File: config.mk
export PLATFORM = sky130hd
export DESIGN_NAME = dmem_arbiter
export DESIGN_NICKNAME = d
export VERILOG_FILES = /design/src/rtl/dmem_arbiter_pkg.sv /design/src/rtl/dmem_arbiter_rr_arb2.sv /design/src/rtl/dmem_arbiter.sv
export SDC_FILE = /design/constraint.sdc
export NUM_CORES = 1
export LEC_CHECK = 0
export BUFFER_PORTS_ARGS = -buffer_cell sky130_fd_sc_hd__buf_2
export CELL_PAD_IN_SITES_DETAIL_PLACEMENT = 1
export CELL_PAD_IN_SITES_GLOBAL_PLACEMENT = 2
export CORE_MARGIN = 2
export CORE_UTILIZATION = 25
export CTS_CLUSTER_DIAMETER = 30
export DETAILED_ROUTE_END_ITERATION = 12
export HOLD_SLACK_MARGIN = 0.03
export PLACE_DENSITY_LB_ADDON = 0.1
export SLEW_MARGIN = 20
export SYNTH_ARGS = -nofsm -noshare
export SYNTH_HDL_FRONTEND = slang
export SYNTH_HIERARCHICAL = 1
export SYNTH_SLANG_ARGS = --single-unit
File: constraint.sdc
create_clock -name i_clk -period 2.8 [get_ports i_clk]
set_clock_uncertainty 0.1 [all_clocks]
set_input_delay 0.42 -clock i_clk [delete_from_list [all_inputs] [get_ports i_clk]]
set_output_delay 0.42 -clock i_clk [all_outputs]
set_load 0.005 [all_outputs]
File: src/rtl/dmem_arbiter_pkg.sv
// Shared configuration for the data-memory arbiter: widths, depth, state encoding
// and the bounds-check switch controlled by DMEM_ARB_BOUNDS_EN.
`ifndef DMEM_DATA_W
`define DMEM_DATA_W 16
`endif
`ifndef DMEM_ADDR_W
`define DMEM_ADDR_W 16
`endif
`ifndef DMEM_DEPTH
`define DMEM_DEPTH 8
`endif

package dmem_arbiter_pkg;

  localparam int DMEM_DATA_W_DEF = `DMEM_DATA_W;
  localparam int DMEM_ADDR_W_DEF = `DMEM_ADDR_W;
  localparam int DMEM_DEPTH_DEF  = `DMEM_DEPTH;

`ifdef DMEM_ARB_BOUNDS_EN
  localparam bit BOUNDS_EN = 1'b1;
`else
  localparam bit BOUNDS_EN = 1'b0;
`endif

  typedef enum logic [0:0] {
    ST_IDLE   = 1'b0,
    ST_ACCESS = 1'b1
  } arb_state_e;

  // One-hot pick between two eligible ports; ptr=0 favours port 0 on a tie.
  function automatic logic [1:0] rr_pick(input logic [1:0] elig, input logic ptr);
    logic [1:0] grant;
    case (elig)
      2'b01:   grant = 2'b01;
      2'b10:   grant = 2'b10;
      2'b11:   grant = ptr ? 2'b10 : 2'b01;
      default: grant = 2'b00;
    endcase
    return grant;
  endfunction

endpackage

File: src/rtl/dmem_arbiter_rr_arb2.sv
// Two-input round-robin picker; the pointer only moves when both ports contend,
// so it always ends up favouring the port that lost the last tie.
module rr_arb2
  import dmem_arbiter_pkg::*;
(
  input  logic       i_clk,
  input  logic       i_rst_n,
  input  logic [1:0] i_elig,
  input  logic       i_adv,
  output logic [1:0] o_grant
);

  logic r_ptr;

  assign o_grant = rr_pick(i_elig, r_ptr);

  // Pointer register: after a tie, favour the port that was not granted.
  always_ff @(posedge i_clk or negedge i_rst_n) begin
    if (!i_rst_n) begin
      r_ptr <= 1'b0;
    end else if (i_adv) begin
      r_ptr <= o_grant[0];
    end else begin
      r_ptr <= r_ptr;
    end
  end

endmodule

File: src/rtl/dmem_arbiter.sv
// Round-robin arbiter/sequencer sharing one 8-word data memory between two requesters.
// Optional bounds checking is enabled by defining DMEM_ARB_BOUNDS_EN.
module dmem_arbiter
  import dmem_arbiter_pkg::*;
#(
  parameter int DATA_W = DMEM_DATA_W_DEF,
  parameter int ADDR_W = DMEM_ADDR_W_DEF,
  parameter int DEPTH  = DMEM_DEPTH_DEF
) (
  input  logic              i_clk,
  input  logic              i_rst_n,
  input  logic              i_req0,
  input  logic              i_req1,
  input  logic              i_we0,
  input  logic              i_we1,
  input  logic [ADDR_W-1:0] i_addr0,
  input  logic [ADDR_W-1:0] i_addr1,
  input  logic [DATA_W-1:0] i_wdata0,
  input  logic [DATA_W-1:0] i_wdata1,
  output logic              o_ack0,
  output logic              o_ack1,
  output logic [DATA_W-1:0] o_rdata,
  output logic              o_err,
  output logic [ADDR_W-1:0] o_mem_addr,
  output logic [DATA_W-1:0] o_mem_wdata,
  output logic              o_mem_we,
  output logic              o_mem_re,
  input  logic [DATA_W-1:0] i_mem_rdata
);

  arb_state_e          r_state;
  arb_state_e          w_state_nxt;
  logic                r_ack0, r_ack1, r_err, r_mem_we, r_mem_re;
  logic [DATA_W-1:0]   r_rdata, r_mem_wdata;
  logic [ADDR_W-1:0]   r_mem_addr;
  logic                r_we, r_id, r_oob;

  logic                w_ack0_nxt, w_ack1_nxt, w_err_nxt, w_mem_we_nxt, w_mem_re_nxt;
  logic [DATA_W-1:0]   w_rdata_nxt, w_mem_wdata_nxt;
  logic [ADDR_W-1:0]   w_mem_addr_nxt;
  logic                w_we_nxt, w_id_nxt, w_oob_nxt;

  logic                w_idle;
  logic [1:0]          w_elig;
  logic [1:0]          w_grant;
  logic                w_adv;
  logic                w_sel_we;
  logic [ADDR_W-1:0]   w_sel_addr;
  logic [DATA_W-1:0]   w_sel_wdata;
  logic                w_sel_oob;

  // A port whose ack is high this cycle still shows its old req, so it sits out.
  assign w_idle      = (r_state == ST_IDLE);
  assign w_elig      = {i_req1 & ~r_ack1, i_req0 & ~r_ack0} & {2{w_idle}};
  assign w_adv       = w_elig[0] & w_elig[1];
  assign w_sel_we    = w_grant[1] ? i_we1    : i_we0;
  assign w_sel_addr  = w_grant[1] ? i_addr1  : i_addr0;
  assign w_sel_wdata = w_grant[1] ? i_wdata1 : i_wdata0;
  assign w_sel_oob   = BOUNDS_EN & (w_sel_addr >= ADDR_W'(DEPTH));

  rr_arb2 u_rr_arb2 (
    .i_clk   (i_clk),
    .i_rst_n (i_rst_n),
    .i_elig  (w_elig),
    .i_adv   (w_adv),
    .o_grant (w_grant)
  );

  // State register.
  always_ff @(posedge i_clk or negedge i_rst_n) begin
    if (!i_rst_n) begin
      r_state <= ST_IDLE;
    end else begin
      r_state <= w_state_nxt;
    end
  end

  // Next-state logic: ACCESS always lasts exactly one cycle.
  always_comb begin
    w_state_nxt = r_state;
    case (r_state)
      ST_IDLE: begin
        if (|w_grant) begin
          w_state_nxt = ST_ACCESS;
        end else begin
          w_state_nxt = ST_IDLE;
        end
      end
      ST_ACCESS: w_state_nxt = ST_IDLE;
      default:   w_state_nxt = ST_IDLE;
    endcase
  end

  // Output logic: memory pins are loaded on the grant edge so they are live for the ACCESS cycle.
  always_comb begin
    w_ack0_nxt      = 1'b0;
    w_ack1_nxt      = 1'b0;
    w_rdata_nxt     = r_rdata;
    w_err_nxt       = r_err;
    w_mem_addr_nxt  = r_mem_addr;
    w_mem_wdata_nxt = r_mem_wdata;
    w_mem_we_nxt    = 1'b0;
    w_mem_re_nxt    = 1'b0;
    w_we_nxt        = r_we;
    w_id_nxt        = r_id;
    w_oob_nxt       = r_oob;
    case (r_state)
      ST_IDLE: begin
        if (|w_grant) begin
          w_mem_addr_nxt  = w_sel_addr;
          w_mem_wdata_nxt = w_sel_wdata;
          w_mem_we_nxt    = w_sel_we & ~w_sel_oob;
          w_mem_re_nxt    = ~w_sel_we & ~w_sel_oob;
          w_we_nxt        = w_sel_we;
          w_id_nxt        = w_grant[1];
          w_oob_nxt       = w_sel_oob;
        end else begin
          w_mem_we_nxt    = 1'b0;
          w_mem_re_nxt    = 1'b0;
        end
      end
      ST_ACCESS: begin
        w_ack0_nxt  = ~r_id;
        w_ack1_nxt  = r_id;
        w_rdata_nxt = (r_we | r_oob) ? {DATA_W{1'b0}} : i_mem_rdata;
        w_err_nxt   = r_oob;
      end
      default: begin
        w_ack0_nxt = 1'b0;
        w_ack1_nxt = 1'b0;
      end
    endcase
  end

  // Output and latched-request registers.
  always_ff @(posedge i_clk or negedge i_rst_n) begin
    if (!i_rst_n) begin
      r_ack0      <= 1'b0;
      r_ack1      <= 1'b0;
      r_rdata     <= {DATA_W{1'b0}};
      r_err       <= 1'b0;
      r_mem_addr  <= {ADDR_W{1'b0}};
      r_mem_wdata <= {DATA_W{1'b0}};
      r_mem_we    <= 1'b0;
      r_mem_re    <= 1'b0;
      r_we        <= 1'b0;
      r_id        <= 1'b0;
      r_oob       <= 1'b0;
    end else begin
      r_ack0      <= w_ack0_nxt;
      r_ack1      <= w_ack1_nxt;
      r_rdata     <= w_rdata_nxt;
      r_err       <= w_err_nxt;
      r_mem_addr  <= w_mem_addr_nxt;
      r_mem_wdata <= w_mem_wdata_nxt;
      r_mem_we    <= w_mem_we_nxt;
      r_mem_re    <= w_mem_re_nxt;
      r_we        <= w_we_nxt;
      r_id        <= w_id_nxt;
      r_oob       <= w_oob_nxt;
    end
  end

  assign o_ack0      = r_ack0;
  assign o_ack1      = r_ack1;
  assign o_rdata     = r_rdata;
  assign o_err       = r_err;
  assign o_mem_addr  = r_mem_addr;
  assign o_mem_wdata = r_mem_wdata;
  assign o_mem_we    = r_mem_we;
  assign o_mem_re    = r_mem_re;

endmodule

==> results.sh <==
export IMPL_cts_tree="built"
export IMPL_postCtsSetupBuffers=0
export IMPL_syn_inst=243
export IMPL_die_area_mm2=0.0109
export IMPL_min_period_ns=2.45
export IMPL_overflow=0
export IMPL_p_per_area_mw_per_mm2=1110
export IMPL_dpl_cell_count=497
export IMPL_max_cap_violations=0
export IMPL_synth_area_per_cell_um2=10.4
export IMPL_clockBufferDepth=2
export IMPL_rows=36
export IMPL_crit_type="register to register"
export IMPL_track_usage_pct=14.7
export IMPL_nets=457
export IMPL_via_per_inst=4.79
export IMPL_synth_distinct_cells=29
export IMPL_syn_area_mm2=0.00253
export IMPL_gp_congestion=0.730
export IMPL_ys_ff_latch=56
export IMPL_path_max_fanout=20
export IMPL_worstPathRequired_ns=2.94
export IMPL_rsz0062_at_grt="no"
export IMPL_r2r_slack_ns=0.35
export IMPL_cts_buffers_inserted=5
export IMPL_wirelength_mm=8.18
export IMPL_ys_warn_count=6
export IMPL_dr_pass1_iters=4
export IMPL_core_mm2=0.00977
export IMPL_layout_drive_gt1_share_pct=43.0
export IMPL_clk_pin_slew_ns=0.10
export IMPL_cp_end_kind="register"
export IMPL_ir_worst_vdd_mv=0.333
export IMPL_period_share_pct=87.4
export IMPL_grt_pass1_wl_mm=12.8
export IMPL_grt_pass1_vias=2563
export IMPL_wl_per_cell_um=16.2
export IMPL_finalHoldViolCount=0
export IMPL_io_pins=139
export IMPL_dp_hpwl_mm=5.70
export IMPL_r2r_start="r_state$_DFF_PN0_"
export IMPL_cts_htree_levels=2
export IMPL_cts_sinks=56
export IMPL_dr_total_vias=2417
export IMPL_io_buffers=137
export IMPL_cts_root_buf="clkbuf_8"
export IMPL_fin_setup_tns_ns=0
export IMPL_r2r_end="o_mem_wdata[11]$_DFFE_PN0P_"
export IMPL_fillCellCount=1167
export IMPL_drc=0
export IMPL_die_y_um=105
export IMPL_slew_viol_final=0
export IMPL_start_kind="register"
export IMPL_ys_seq_area_share_pct=55.4
export IMPL_dieWidth_um=105
export IMPL_reg2regPathDepth=6
export IMPL_diodes=0
export IMPL_antenna_found_initial=0
export IMPL_hold_buffers=0
export IMPL_ant_nets=0
export IMPL_clk_latency_ns=0.30
export IMPL_syn2layout_area_growth_pct=37.4
export IMPL_grt_max_degree=57
export IMPL_crit_arrival_ns=2.58
export IMPL_fmaxAchievable_ghz=0.409
export IMPL_drt_initial_drc_count=79
export IMPL_start_util_pct=25.9
export IMPL_power_leakage_uw=0.00163
export IMPL_syn_nets=329
export IMPL_status="completed"
export IMPL_worst_pin_slew_ns=0.748
export IMPL_instances_no_fill=505
export IMPL_worstHoldPathType="primary input to async pin"
export IMPL_setup_viol=0
export IMPL_cts_resized=0
export IMPL_slew_headroom_pct=50.0
## cell type report
class,count,area [µm²],share of cell area (%)
flip-flops and latches,56,1400,40.3
clock inverters,1,30.0,0.865
repair buffers,146,766,22.0
inverters,15,56.3,1.62
multi-input cells,147,957,27.6
clock buffers,7,96.3,2.77
well taps,133,166,4.79
## how the worst max path moves through the flow
stage                      startpoint                          end  slack (ns)
floorplan           r_state$_DFF_PN0_    o_mem_addr[0]$_DFFE_PN0P_        0.73
global placement               i_req0  o_mem_wdata[12]$_DFFE_PN0P_        0.46
detailed placement             i_req0  o_mem_wdata[11]$_DFFE_PN0P_        0.36
CTS                 r_state$_DFF_PN0_  o_mem_wdata[11]$_DFFE_PN0P_        0.34
global route        r_state$_DFF_PN0_  o_mem_wdata[11]$_DFFE_PN0P_        0.15
finish              r_state$_DFF_PN0_  o_mem_wdata[11]$_DFFE_PN0P_        0.35
## worst max-delay path, cell delays in order (launching register included)
cell,delay (ns)
dfrtp_1,0.45
nor3b_1,0.47
a21boi_2,0.34
or2_1,0.53
buf_12,0.24
o32ai_1,0.11
nor2_1,0.13
## metrics by stage
stage / util, % / setup WS [ns] / area, µm² / hold WS [ns] / total power (µW)
6_report: 35.5 / 0.354 / 3470 / 0.138 / 3860
3_3_place_gp: 34.2 / 0.459 / 3350 / 0.333 / 3280
2_1_floorplan: - / 0.730 / 2530 / 0.0244 / 2550
5_1_grt: 35.5 / 0.149 / 3470 / 0.183 / 4190
4_1_cts: 35.5 / 0.336 / 3470 / 0.185 / 3930
3_5_place_dp: 34.2 / 0.358 / 3350 / 0.341 / 3340
## cell usage after synthesis
cell,n,area (µm²)
buf_4,1,7.51
dfrtp_1,56,1400
nor3b_1,2,15.0
o32ai_1,32,280
o21ai_2,1,8.76
and2_1,2,12.5
a22o_1,3,26.3
nor2_1,34,128
buf_2,16,80.1
a21boi_0,1,7.51
o22ai_1,32,200
inv_1,14,52.6
inv_2,1,3.75
a21oi_1,1,5.00
nand2b_1,2,12.5
o21ai_1,4,20.0
and3b_1,1,8.76
o21ba_1,1,10.0
nand3b_1,14,105
conb_1,1,3.75
clkbuf_1,6,22.5
a21boi_2,1,11.3
or4b_4,1,13.8
or2_1,1,6.26
mux2_4,1,15.0
nand2_1,3,11.3
buf_6,1,11.3
buf_1,1,3.75
o21ai_0,9,45.0
## report_power, final
group	internal [µW]	switching [µW]	total, µW	leakage [µW]
Combinational	827	960	1790	0.000887
Sequential	1200	296	1490	0.000679
Clock	316	268	585	0.0000645
## cells by family after synthesis
kind of cell	after synthesis	share of synthesized area, %
mux	1	0.594
compound gates	85	24.3
simple gates	60	12.4
flops	56	55.4
buf+inv	40	7.17
other cells	1	0.148
## cells in the final DEF (no fill, tap or decap)
master and n:
nand2b_1 2, and3b_1 1, or2_1 1, a21boi_4 1, nor3b_1 2, nand2_1 3
o22ai_1 32, dfrtp_1 56, a22o_1 3, inv_2 1, clkbuf_8 7, o21ai_1 4
nand3b_1 14, o21ba_1 1, buf_12 1, o21ai_0 9, nor2_1 34, inv_1 14
a21boi_2 1, o32ai_1 32, buf_4 8, or4b_4 1, buf_2 137, mux2_4 1
conb_1 1, bufinv_16 1, and2_1 2, o21ai_2 1, a21oi_1 1
## layer usage
layer	global-route usage (%)	share of wire [%]	wire [µm]	vias up
met4	2.86	0.55	45	0
li1	-	-	-	1156
met2	25.2	49	3980	74
met1	18.9	45	3700	1183
met5	0	0	0	-
met3	3.49	5.6	460	4
Power figures use the tool's default switching activity.
